==> src/rtl/uart_tx_arbiter.sv <==
// Round-robin arbiter sharing one UART_TX among NUM_REQ byte producers; holds each frame until busy completes.
// Optional `UART_ARB_PRIO0_EN: requester 0 always wins and does not move the round-robin pointer.
module uart_tx_arbiter #(
  parameter int NUM_REQ = 4,
  parameter int TIMEOUT = 8
) (
  input  logic                   CLK,
  input  logic                   RST,
  input  logic [NUM_REQ-1:0]     REQ_VALID,
  input  logic [NUM_REQ*8-1:0]   REQ_DATA,
  input  logic [NUM_REQ-1:0]     REQ_PAR_EN,
  input  logic [NUM_REQ-1:0]     REQ_PAR_TYP,
  output logic [NUM_REQ-1:0]     REQ_READY,
  output logic [7:0]             TX_P_DATA,
  output logic                   TX_DATA_VALID,
  output logic                   TX_PAR_EN,
  output logic                   TX_PAR_TYP,
  input  logic                   TX_BUSY,
  output logic [2:0]             GRANT_ID,
  output logic                   ACTIVE,
  output logic                   ERR_TIMEOUT
);

  typedef enum logic [1:0] {IDLE, LOAD, WAIT_BUSY, WAIT_DONE} state_t;

  state_t     state_q, state_d;
  logic [2:0] last_q, last_d;
  logic [2:0] grant_q, grant_d;
  logic [7:0] data_q, data_d;
  logic       par_en_q, par_en_d;
  logic       par_typ_q, par_typ_d;
  logic [7:0] cnt_q, cnt_d;
  logic       active_q;

  logic [7:0]  valid_pad, pen_pad, ptyp_pad;
  logic [63:0] data_pad;
  logic        found;
  logic [2:0]  winner;
  logic [3:0]  cand;
  logic        grant_fire, tx_valid, err_fire;

  // Pad requester vectors to 8 entries so a 3-bit index is always in range.
  always_comb begin
    valid_pad = '0;
    pen_pad   = '0;
    ptyp_pad  = '0;
    data_pad  = '0;
    valid_pad[NUM_REQ-1:0]  = REQ_VALID;
    pen_pad[NUM_REQ-1:0]    = REQ_PAR_EN;
    ptyp_pad[NUM_REQ-1:0]   = REQ_PAR_TYP;
    data_pad[NUM_REQ*8-1:0] = REQ_DATA;
  end

  always_comb begin
    found  = 1'b0;
    winner = '0;
    cand   = '0;
`ifdef UART_ARB_PRIO0_EN
    if (valid_pad[0]) begin
      found  = 1'b1;
      winner = 3'd0;
    end
`endif
    for (int i = 1; i <= NUM_REQ; i++) begin
      cand = {1'b0, last_q} + 4'(i);
      if (cand >= 4'(NUM_REQ)) cand = cand - 4'(NUM_REQ);
`ifdef UART_ARB_PRIO0_EN
      if (!found && (cand != 4'd0) && valid_pad[cand[2:0]]) begin
`else
      if (!found && valid_pad[cand[2:0]]) begin
`endif
        found  = 1'b1;
        winner = cand[2:0];
      end
    end
  end

  always_comb begin
    state_d    = state_q;
    last_d     = last_q;
    grant_d    = grant_q;
    data_d     = data_q;
    par_en_d   = par_en_q;
    par_typ_d  = par_typ_q;
    cnt_d      = cnt_q;
    grant_fire = 1'b0;
    tx_valid   = 1'b0;
    err_fire   = 1'b0;
    case (state_q)
      IDLE: begin
        if (found && !TX_BUSY) begin
          grant_fire = 1'b1;
          data_d     = data_pad[{winner, 3'b000} +: 8];
          par_en_d   = pen_pad[winner];
          par_typ_d  = ptyp_pad[winner];
          grant_d    = winner;
`ifdef UART_ARB_PRIO0_EN
          if (winner != 3'd0) last_d = winner;
`else
          last_d     = winner;
`endif
          state_d    = LOAD;
        end
      end
      LOAD: begin
        tx_valid = 1'b1;
        cnt_d    = '0;
        state_d  = WAIT_BUSY;
      end
      WAIT_BUSY: begin
        if (TX_BUSY) begin
          state_d = WAIT_DONE;
        end else begin
          if (cnt_q != 8'hFF) cnt_d = cnt_q + 8'd1;
          // Frame is dropped on timeout; no retry.
          if (cnt_q == 8'(TIMEOUT - 1)) begin
            err_fire = 1'b1;
            state_d  = IDLE;
          end
        end
      end
      WAIT_DONE: begin
        if (!TX_BUSY) state_d = IDLE;
      end
      default: state_d = IDLE;
    endcase
  end

  always_ff @(posedge CLK) begin
    if (!RST) begin
      state_q   <= IDLE;
      last_q    <= 3'(NUM_REQ - 1);
      grant_q   <= '0;
      data_q    <= '0;
      par_en_q  <= 1'b0;
      par_typ_q <= 1'b0;
      cnt_q     <= '0;
      active_q  <= 1'b0;
    end else begin
      state_q   <= state_d;
      last_q    <= last_d;
      grant_q   <= grant_d;
      data_q    <= data_d;
      par_en_q  <= par_en_d;
      par_typ_q <= par_typ_d;
      cnt_q     <= cnt_d;
      active_q  <= (state_d != IDLE);
    end
  end

  // Pulses are masked while reset is applied so nothing is accepted during reset.
  always_comb begin
    REQ_READY = '0;
    for (int j = 0; j < NUM_REQ; j++) begin
      REQ_READY[j] = RST && grant_fire && (winner == 3'(j));
    end
  end

  assign TX_DATA_VALID = RST && tx_valid;
  assign ERR_TIMEOUT   = RST && err_fire;
  assign TX_P_DATA     = data_q;
  assign TX_PAR_EN     = par_en_q;
  assign TX_PAR_TYP    = par_typ_q;
  assign GRANT_ID      = grant_q;
  assign ACTIVE        = active_q;

endmodule

==> config.mk <==
export PLATFORM = sky130hd
export DESIGN_NAME = uart_tx_arbiter
export DESIGN_NICKNAME = d
export VERILOG_FILES = /design/src/rtl/uart_tx_arbiter.sv
export SDC_FILE = /design/constraint.sdc
export NUM_CORES = 1
export LEC_CHECK = 0
export ABC_AREA = 0
export CELL_PAD_IN_SITES_DETAIL_PLACEMENT = 1
export CELL_PAD_IN_SITES_GLOBAL_PLACEMENT = 2
export CORE_MARGIN = 3
export CORE_UTILIZATION = 25
export DETAILED_ROUTE_END_ITERATION = 8
export HOLD_SLACK_MARGIN = 0.06
export PLACE_DENSITY_LB_ADDON = 0.05
export REMOVE_ABC_BUFFERS = 1
export SYNTH_ARGS = -nofsm -noshare
export SYNTH_HDL_FRONTEND = slang
export SYNTH_SLANG_ARGS = --single-unit
==> constraint.sdc <==
create_clock -name CLK -period 5.5 [get_ports CLK]
set_input_delay 1.1 -clock CLK [delete_from_list [all_inputs] [get_ports CLK]]
set_output_delay 1.1 -clock CLK [all_outputs]
set_load 0.02 [all_outputs]
==> results.sh <==
export IMPL_cts_root_buf="clkbuf_8"
export IMPL_ant_nets=0
export IMPL_numCtsBuffers=3
export IMPL_max_vdd_ir_drop_uv=104
export IMPL_fmax_mhz=207
export IMPL_synth_area_mux_share_pct=18.7
export IMPL_avgSynthCellArea_um2=9.23
export IMPL_status="finished clean"
export IMPL_cts_resized_gates=0
export IMPL_drv_cap=0
export IMPL_yosysSeqAreaShare_pct=30.1
export IMPL_finalNonFillerCells=327
export IMPL_dpl_instance_area_um2=2430
export IMPL_cp_start_kind="primary input"
export IMPL_min_path_type="register to register"
export IMPL_core_area_um2=6530
export IMPL_fp_dieArea_um2=7940
export IMPL_worst_pin_slew_ns=0.666
export IMPL_cp_common_cell="clkdlybuf4s50_1"
export IMPL_rsz0062_at_grt="no"
export IMPL_holdBufCountCts=0
export IMPL_routed_wl_um=5060
export IMPL_cp_arrival_ns=3.73
export IMPL_p_leak_uw=0.000963
export IMPL_floorplan_initialDensity_pct=26.4
export IMPL_final_cell_area_um2=2500
export IMPL_wl_per_cell_um=15.5
export IMPL_path_cells="clkdlybuf4s50_1 > mux2i_1 > nor2_1 > a2111o_1 > nand4_2 > and3_4 > nor2b_1 > clkdlybuf4s50_1"
export IMPL_r2r_slack_ns=2.07
export IMPL_worstRegToRegCells=8
export IMPL_num_vias=1645
export IMPL_whs_endpoint="TX_P_DATA[5]"
export IMPL_ioPinCount=67
export IMPL_hpwlAfterDp_um=3820
export IMPL_gp_congestion=0.773
export IMPL_cts_sinks=26
export IMPL_r2r_start="last_q[0]"
export IMPL_hold_viol_final=0
export IMPL_drc_errors=0
export IMPL_syn_inst=187
export IMPL_clk_latency_ns=0.28
export IMPL_worst_clock_skew_ns=0.00505
export IMPL_grt_max_degree=20
export IMPL_relSlewSlack_pct=55.5
export IMPL_drtIter0Drc=36
export IMPL_htree_levels=1
export IMPL_portBuffers=66
export IMPL_cpMaxStageDelayCell="clkdlybuf4s50_1"
export IMPL_ys_ff_latch=26
export IMPL_drive_above_1_share_pct=12.4
export IMPL_tns_ns=0
export IMPL_cts_path_max_buffers=2
export IMPL_endpoint_kind="output port"
export IMPL_die_x_um=89.1
export IMPL_min_path_cells=2
export IMPL_rows=29
export IMPL_synth_top_flop_cell="dfxtp_1"
export IMPL_synth_compound_area_share_pct=15.3
export IMPL_cts_tree="yes"
export IMPL_synthAdderAreaFrac_pct=2.17
export IMPL_cp_slowest_stage_delay_ns=0.61
export IMPL_slew_violations=0
export IMPL_layout_commonest_cell="clkdlybuf4s50_1"
export IMPL_crit_type="primary input to output port"
export IMPL_first_pass_iters=4
export IMPL_yosys_warnings=0
export IMPL_syn_area_um2=1730
export IMPL_dpl_cell_count=323
export IMPL_period_share_pct=87.8
export IMPL_grt_pass1_wl_um=8270
export IMPL_synthXorXnorAreaFrac_pct=3.04
export IMPL_clk_pin_slew_worst_paths_ns=0.10
export IMPL_cp_required_ns=4.40
export IMPL_layout_nets=301
export IMPL_crit_path_max_fanout=8
export IMPL_async_flop_share_pct=0
export IMPL_fin_crit_ns=4.83
export IMPL_first_global_vias=1662
export IMPL_syn_to_final_growth_pct=44.8
export IMPL_report_final_setup_viol=0
export IMPL_synth_edf_count=0
export IMPL_diodes=0
export IMPL_synth_top_family_by_area="simple AND/OR/NAND/NOR gates"
export IMPL_rr_endpoint="TX_P_DATA[6]"
export IMPL_layout_common_cells="clkdlybuf4s50_1, dfxtp_1, nor2_1"
export IMPL_grt_overflow_total=0
export IMPL_grt_usage_pct=13.3
export IMPL_synth_simple_gate_area_share_pct=24.9
export IMPL_antenna_found_initial=0
export IMPL_yosysUniqueCellTypes=49
export IMPL_num_fill_cells=758
export IMPL_die_h_um=89.1
export IMPL_drt_vias_per_instance=5.03
export IMPL_postCtsSetupRepairBufs=0
export IMPL_power_density_nw_per_um2=298
export IMPL_hold_start="TX_P_DATA[5]"
-- worst max-delay path, delay by kind of cell --
kind	cells	cell delay, ns
AOI/OAI and AO/OA	1	0.43
buffers and inverters	2	1.16
muxes	1	0.37
and+or+nand+nor	4	0.66
-- sequential cells by signal (all words and copies together) (netlist names) --
name,cells
TX_P_DATA,8
cnt_q,8
last_q,3
GRANT_ID,2
state_q,2
ACTIVE,1
TX_PAR_EN,1
TX_PAR_TYP,1
-- cells in the mapped netlist (3+ instances only) --
cell type	count	area [um2]
mux2_2	11	124
and2_1	3	18.8
inv_1	4	15.0
nand2_1	9	33.8
nand3_1	10	50.1
nor2_1	18	67.6
and3_1	8	50.1
xnor2_1	3	26.3
nand4_1	4	25.0
mux2_1	3	33.8
a221o_1	6	60.1
buf_4	3	22.5
o221ai_1	5	43.8
o21ai_0	8	40.0
xor2_1	3	26.3
nor2b_1	3	18.8
a21oi_1	4	20.0
mux2i_1	12	120
nor3b_1	4	30.0
dfxtp_1	26	521
ha_1	3	37.5
buf_6	4	45.0
-- area by class of cell --
class	instances	area (um2)	share of cell area (%)
sequential	26	520	20.8
clock inverter	1	30.0	1.20
timing repair buffer	70	691	27.6
clock buffer	3	41.3	1.65
multi-input combinational	146	1110	44.2
inverter	4	15.0	0.601
tap	77	96.3	3.85
-- per-stage QoR --
| step | total power (uW) | utilization (%) | hold slack (ns) | setup slack (ns) |
|---|---|---|---|---|
| finish | 744 | 38.3 | 0.504 | 0.672 |
| global route | 792 | 38.3 | 0.545 | 0.436 |
| CTS | 758 | 38.3 | 0.503 | 0.664 |
| detailed placement | 590 | 37.2 | 0.482 | 0.673 |
| global placement | 595 | 37.2 | 0.468 | 0.721 |
| floorplan | 448 | - | 0.465 | 1.50 |
-- where the power goes --
| part | total (uW) | switching [uW] | leakage, uW | internal (uW) |
|---|---|---|---|---|
| sequential | 237 | 22.7 | 0.000213 | 215 |
| clock | 163 | 65.4 | 0.0000357 | 97.5 |
| combinational | 344 | 168 | 0.000714 | 176 |
-- logic make-up after synthesis --
family,count (synthesis)
buf+inv,15
compound gates,34
fa+ha+maj,3
xor+xnor,6
simple gates,75
flops,26
mux,28
-- worst max path at each step --
stage | startpoint | end | slack [ns]
2_1_floorplan | last_q[0] | REQ_READY[0] | 1.50
3_3_place_gp | REQ_VALID[0] | REQ_READY[1] | 0.72
3_5_place_dp | REQ_VALID[0] | REQ_READY[1] | 0.67
4_1_cts | REQ_VALID[0] | REQ_READY[1] | 0.66
5_1_grt | last_q[0] | REQ_READY[2] | 0.44
6_report | REQ_VALID[0] | REQ_READY[1] | 0.67
-- metal layers --
layer / up-vias / routed length [um] / global-route usage, % / share of wire, %
met5: - / 0 / 0 / 0
met3: 2 / 264 / 2.76 / 5.2
li1: 828 / - / - / -
met4: 0 / 16 / 3.25 / 0.32
met1: 782 / 2360 / 17.6 / 47
met2: 33 / 2420 / 22.0 / 48
Power figures use the tool's default switching activity.
